`src/rtl/cpu_mem_bridge.sv`:
```
// cpu_mem_bridge: CPU valid/ready port to strobed memory bus.
// One strobe per transaction, latency counter, halt stretch, timeout.
module cpu_mem_bridge #(
  parameter int AddressWidth  = 32,
  parameter int DataWidth     = 32,
  parameter int ReadLatency   = 1,
  parameter int TimeoutCycles = 0,
  parameter logic [DataWidth-1:0] ErrorData = '1
) (
  input  logic                    clk_i,
  input  logic                    reset_n_i,
  input  logic                    cpu_valid_i,
  input  logic [AddressWidth-1:0] cpu_addr_i,
  input  logic [DataWidth-1:0]    cpu_wdata_i,
  input  logic [DataWidth/8-1:0]  cpu_wstrb_i,
  output logic                    cpu_ready_o,
  output logic [DataWidth-1:0]    cpu_rdata_o,
  output logic                    cpu_err_o,
  input  logic                    halt_i,
  output logic [AddressWidth-1:0] address_o,
  output logic [DataWidth-1:0]    data_o,
  input  logic [DataWidth-1:0]    data_i,
  output logic                    we_o,
  output logic [DataWidth/8-1:0]  we_ram_o
);

  localparam int StrbW = DataWidth / 8;
  localparam int CntW  =
    (ReadLatency > 1) ? $clog2(ReadLatency) : 1;
  localparam int TcntW =
    (TimeoutCycles > 0) ? $clog2(TimeoutCycles + 1) : 1;

  typedef enum logic [1:0] {
    IDLE,
    ISSUE,
    WAIT,
    RESP
  } state_t;

  state_t                  state_q, state_d;
  logic [AddressWidth-1:0] addr_q, addr_d;
  logic [DataWidth-1:0]    wdata_q, wdata_d;
  logic [StrbW-1:0]        wstrb_q, wstrb_d;
  logic [CntW-1:0]         cnt_q, cnt_d;
  logic [TcntW-1:0]        tcnt_q, tcnt_d;
  logic [DataWidth-1:0]    rdata_q, rdata_d;
  logic                    err_q, err_d;
  logic [31:0]             tnext;
  logic                    is_wr;

  assign is_wr       = |wstrb_q;
  assign tnext       = 32'(tcnt_q) + 32'd1;
  assign data_o      = wdata_q;
  assign cpu_rdata_o = rdata_q;
  assign cpu_err_o   = err_q;
  assign cpu_ready_o = (state_q == RESP);

  // State and datapath registers; reset discards any transaction.
  always_ff @(posedge clk_i or negedge reset_n_i) begin
    if (!reset_n_i) begin
      state_q <= IDLE;
      addr_q  <= '0;
      wdata_q <= '0;
      wstrb_q <= '0;
      cnt_q   <= '0;
      tcnt_q  <= '0;
      rdata_q <= '0;
      err_q   <= 1'b0;
    end else begin
      state_q <= state_d;
      addr_q  <= addr_d;
      wdata_q <= wdata_d;
      wstrb_q <= wstrb_d;
      cnt_q   <= cnt_d;
      tcnt_q  <= tcnt_d;
      rdata_q <= rdata_d;
      err_q   <= err_d;
    end
  end

  // Next-state, counters and bus strobes.
  always_comb begin
    state_d   = state_q;
    addr_d    = addr_q;
    wdata_d   = wdata_q;
    wstrb_d   = wstrb_q;
    cnt_d     = cnt_q;
    tcnt_d    = tcnt_q;
    rdata_d   = rdata_q;
    err_d     = err_q;
    address_o = '0;
    we_o      = 1'b0;
    we_ram_o  = '0;
    unique case (state_q)
      IDLE: begin
        if (cpu_valid_i && !halt_i) begin
          addr_d  = cpu_addr_i;
          wdata_d = cpu_wdata_i;
          wstrb_d = cpu_wstrb_i;
          state_d = ISSUE;
        end
      end
      ISSUE: begin
        if (!halt_i) begin
          address_o = addr_q;
          if (is_wr) begin
            we_o     = 1'b1;
            we_ram_o = wstrb_q;
            err_d    = 1'b0;
            state_d  = RESP;
          end else begin
            cnt_d   = CntW'(ReadLatency - 1);
            tcnt_d  = '0;
            state_d = WAIT;
          end
        end
      end
      WAIT: begin
        if (halt_i) begin
          if (!(&tcnt_q))
            tcnt_d = tcnt_q + TcntW'(1);
          if (TimeoutCycles > 0 &&
              tnext >= 32'(TimeoutCycles)) begin
            rdata_d = ErrorData;
            err_d   = 1'b1;
            state_d = RESP;
          end
        end else if (cnt_q == '0) begin
          rdata_d = data_i;
          err_d   = 1'b0;
          state_d = RESP;
        end else begin
          cnt_d = cnt_q - CntW'(1);
        end
      end
      RESP: begin
        state_d = IDLE;
      end
      default: state_d = IDLE;
    endcase
  end

endmodule
```
`config.mk`:
```
export PLATFORM = sky130hd
export DESIGN_NAME = cpu_mem_bridge
export DESIGN_NICKNAME = d
export VERILOG_FILES = /design/src/rtl/cpu_mem_bridge.sv
export SDC_FILE = /design/constraint.sdc
export NUM_CORES = 1
export LEC_CHECK = 0
export CORE_AREA = 8 8 123 125
export DETAILED_ROUTE_END_ITERATION = 8
export DIE_AREA = 0 0 131 133
export GPL_TIMING_DRIVEN = 1
export PLACE_DENSITY = 0.68
export REMOVE_ABC_BUFFERS = 1
export SYNTH_ARGS = -nofsm -noshare
export SYNTH_HDL_FRONTEND = slang
export SYNTH_SLANG_ARGS = --single-unit
```
`constraint.sdc`:
```
create_clock -name clk_i -period 3.25 [get_ports clk_i]
set_input_delay 0.4875 -clock clk_i [delete_from_list [all_inputs] [get_ports clk_i]]
set_output_delay 0.4875 -clock clk_i [all_outputs]
set_load 0.03 [all_outputs]
```
## Yosys cells after proc, flatten, opt, wreduce, memory -nomap -nowiden

Index checks and enable logic that the tools add are counted.
Widths: inputs -> output; s select.

| word-level totals | value |
|---|---|
| register bits after elaboration | 104 |
| output and inout bits | 103 |

| cells by class | value |
|---|---|
| $add $sub $neg | 1 |
| eq/ne operators | 9 |
| mux-type cells | 24 |
| bitwise logic cells | 2 |
| reduce and logical (&&, ||, !) cells | 10 |

Operator list:

| kind | number |
|---|---|
| $mux 32 | 2 |
| $mux 1 | 12 |
| $mux 4 | 3 |
| $ne 2x2->1 const B | 6 |
| $mux 2 | 4 |
| $pmux 2 s4 | 1 |
| $reduce_and 4->1 | 2 |
| $reduce_and 5->1 | 1 |
| $eq 2x2->1 const B | 2 |
| $pmux 1 s2 | 2 |
| $reduce_or 4->1 | 1 |
| $reduce_and 3->1 | 1 |
| $eq 2x1->1 const B | 1 |
| $logic_not 2->1 | 1 |
| $not 1->1 | 2 |
| $reduce_and 2->1 | 1 |
| $reduce_bool 2->1 | 1 |
| $logic_and 1x1->1 | 1 |
| $logic_not 1->1 | 1 |
| $sub 1x1->1 const B | 1 |

## Depth between registers and ports, before layout

| logic depth | value |
|---|---|
| depth in word-level cells | 4 |
| gate-level depth with buffers | 6 |
| mapped depth without buffers | 5 |

## Worst setup path before layout

OpenSTA, ideal clock, no wires.

| timing path | value |
|---|---|
| path kind | reg2out |
| start point | reg state_q[1] |
| end point | out we_o |
| data arrival time | 1506 ps |
| path slack | 1256 ps |
| stages on the path, launching flop included | 7 |
| buffers on the path | 2 |
| path through | dfrtp_1 inv_1 ha_1 nor2b_1 buf_2 clkbuf_1 o41a_1 |

| on the way | value |
|---|---|
| word-level cells in the longest chain between the ends | 2 |

RTL lines:

| item | line | source |
|---|---|---|
| from (decl) | 40 | `state_t state_q, state_d;` |
| from (signal assigned) | 70 | `state_q <= state_d;` |
| $eq 2x1->1 | 94 | `unique case (state_q)` |
| $mux 1 | 94 |  |
| to (decl) | 23 | `output logic we_o,` |

Every way passes these cells.

## Worst setup path in the final report

| timing path | value |
|---|---|
| start point | reg state_q[1] |
| end point | out address_o[14] |

| on the way | value |
|---|---|
| word-level cells in the longest chain between the ends | 2 |

RTL lines:

| item | line | source |
|---|---|---|
| $eq 2x1->1 | 94 |  |
| $mux 32 | 94 |  |
| to (decl) | 20 | `output logic [AddressWidth-1:0] address_o,` |

Every way passes these cells.

==> qor.yml <==
p_total_mw: 6.82
r2r-start: "state_q[0]"
slew_viol_final: 0
synth_cell_types: 25
antenna_found_initial: 1
gr-total-overflow: 0
syn-instance-count: 275
power.static_leakage_nw: 2.92
status: "finished, final reports clean"
placed_cells: 645
gp_congestion: 0.737
crit_family: "buffers and inverters"
grt_pass1_wl_mm: 17.8
dr.max_layer_used: "met5"
cts-buffers-inserted: 9
ir_worst_vdd_mv: 0.593
dr_wl_met3_mm: 1.53
first_iter_violations: 124
io_pins: 207
ant_nets: 0
hpwl_mm: 8.79
finalCritPeriodShare_pct: 87.7
ys_ff_latch: 102
post_cts_buffers: 0
tns_ns: 0
cts_tree: "done"
vias: 2923
pwr_density_cell_nw_per_um2: 1000
cap_violations: 0
fin_skew_ns: 0.00818
instances_no_fill: 659
syn_to_final_growth_pct: 60.0
clockBufferDepth: 2
path_class: "flop to output pin"
tightest_slew_ns: 0.720
clock_sinks: 102
synth-seq-area-share_pct: 59.9
slew_headroom_pct: 52.0
timing.final.hold_violations: 0
critical-path-max-stage-delay_ns: 0.68
drc: 0
grt_pass1_vias: 3321
worstRegToRegCells: 5
postRouteWirelength_mm: 11.5
fin_util_pct: 52.1
holdBufCountCts: 0
core-area_um2: 13100
crit_fanout: 35
dr.pass1.iters: 4
yosys_warnings: 0
rrSetupSlack_ns: 1.26
routed_via_density: 4.44
diodes: 0
cts_resized: 0
route.met2.wl_mm: 5.19
startpoint_type: "flop"
reg2reg_to: "data_o[6]"
wl_met1_mm: 4.58
wire_per_inst_um: 17.5
grt_max_degree: 56
die_h_um: 133
setup_violations: 0
clk_latency_ns: 0.35
cts_root_buf: "clkbuf_16"
die_w_um: 131
rsz0062_at_grt: "no"
worstPathCellList: "inv_1 -> ha_1 -> nor2b_2 -> buf_12 -> and2_1 -> clkdlybuf4s50_1"
io_buffers: 205
path_clk_slew_ns: 0.07
worst_hold_slack_ns: 0.180
syn-cell-area_um2: 4260
rows: 42
max_freq_mhz: 351
fin_nets: 589
fp.dieArea_um2: 17400
crit_required_ns: 2.76
worstSetupEndpointType: "output pin"
critPathBufInv: 3
start_util_pct: 32.6
cp.arrival_ns: 2.36
period_needed_ns: 2.85
htreeDepth: 3
hp-class: "primary input to asynchronous set/reset pin"
grt_usage_pct: 13.4
drive_gt1_share_pct: 25.3
worst_path_max_delay_cell: "clkdlybuf4s50_1"
nFillCells: 1095
syn_area_per_cell_um2: 15.5
==> worst reg2reg max path, delay by kind of cell, from the launching register on <==
kind / cells / cell delay (ns)
fa+ha+maj: 1 / 0.26
buf+inv: 2 / 0.50
flops: 1 / 0.40
mux: 1 / 0.33
simple gates: 1 / 0.39
==> routing by layer <==
layer | GRT usage [%] | vias to the layer above
met5 | 0 | -
met4 | 6.51 | 2
met2 | 20.4 | 142
met3 | 6.99 | 15
met1 | 15.0 | 1415
li1 | - | 1349
==> Yosys cell counts (all sizes together) <==
| master | count | area [um2] |
|---|---|---|
| o41a | 1 | 11.3 |
| nor2 | 1 | 3.75 |
| a21oi | 1 | 5.00 |
| dfrtp | 102 | 2550 |
| nor2b | 2 | 12.5 |
| conb | 1 | 3.75 |
| nand3b | 1 | 20.0 |
| nand2b | 1 | 6.26 |
| mux2 | 100 | 1200 |
| a22oi | 1 | 7.51 |
| a31o | 1 | 8.76 |
| o41ai | 1 | 8.76 |
| buf | 12 | 88.8 |
| ha | 5 | 62.6 |
| clkbuf | 4 | 16.3 |
| and3 | 1 | 6.26 |
| o211ai | 1 | 7.51 |
| and2 | 36 | 225 |
| o31ai | 1 | 7.51 |
| inv | 2 | 7.51 |
==> registers in the layout (all words and copies together), names as in the netlist <==
| signal | flops |
|---|---|
| wstrb_q | 4 |
| data_o | 32 |
| state_q | 2 |
| addr_q | 32 |
| cpu_rdata_o | 32 |
==> worst max path at each step <==
stage | endpoint | start | depth (start not counted) | slack, ns
5_1_grt | address_o[14] | state_q[1] | 6 | 0.23
2_1_floorplan | cpu_rdata_o[0] | state_q[0] | 4 | 0.56
6_report | address_o[14] | state_q[1] | 6 | 0.40
3_5_place_dp | address_o[14] | halt_i | 5 | 0.50
3_3_place_gp | address_o[14] | halt_i | 5 | 0.54
4_1_cts | address_o[14] | state_q[1] | 6 | 0.35
==> logic make-up (layout without fill, tap and decap cells) <==
family                   count (synthesis)  in the layout  share of synthesized area, %
AND/OR/NAND/NOR                         42             42                          6.43
buffers and inverters                   18            226                          2.64
other                                    1              1                        0.0880
adder cells (fa/ha/maj)                  5              5                          1.47
AO/OA/AOI/OAI                            7              7                          1.32
flip-flops                             102            102                          59.9
multiplexers                           100            100                          28.2
==> power breakdown <==
part | total (mW) | switching [mW] | internal, mW
sequential | 2.26 | 0.338 | 1.92
clock | 1.14 | 0.456 | 0.686
combinational | 3.42 | 1.72 | 1.70
total | 6.82 | 2.51 | 4.31
==> cells in the final DEF (no fill, tap or decap) <==
cell,instances
clkinv_2,1
and2_1,36
o41a_1,1
a31o_2,1
clkbuf_8,1
mux2_2,78
a22oi_1,1
mux2_4,20
nor2b_2,2
mux2_1,2
clkbuf_16,9
inv_1,2
bufinv_16,2
buf_12,3
and3_1,1
dfrtp_1,102
a21oi_1,1
conb_1,1
nand3b_4,1
clkdlybuf4s50_1,204
o31ai_1,1
clkinvlp_4,1
nand2b_1,1
ha_1,5
o41ai_1,1
o211ai_1,1
nor2_1,1
buf_4,3
==> through the flow <==
| stage | cell area, um2 | worst slack, ns |
|---|---|---|
| after global placement | 6510 | 0.535 |
| after detailed placement | 6510 | 0.503 |
| after CTS | 6820 | 0.349 |
| after floorplan | 4160 | 0.561 |
| final | 6820 | 0.399 |
| after global routing | 6820 | 0.234 |
==> final cells by class <==
cell class,count,area [um2],area share [%]
Sequential cell,102,2550,37.4
Timing Repair Buffer,210,2120,31.2
Multi-Input combinational cell,155,1600,23.5
Clock buffer,10,239,3.50
Tap cell,176,220,3.23
Clock inverter,4,72.6,1.06
Inverter,2,7.51,0.110
(Power assumes the default switching activity.)
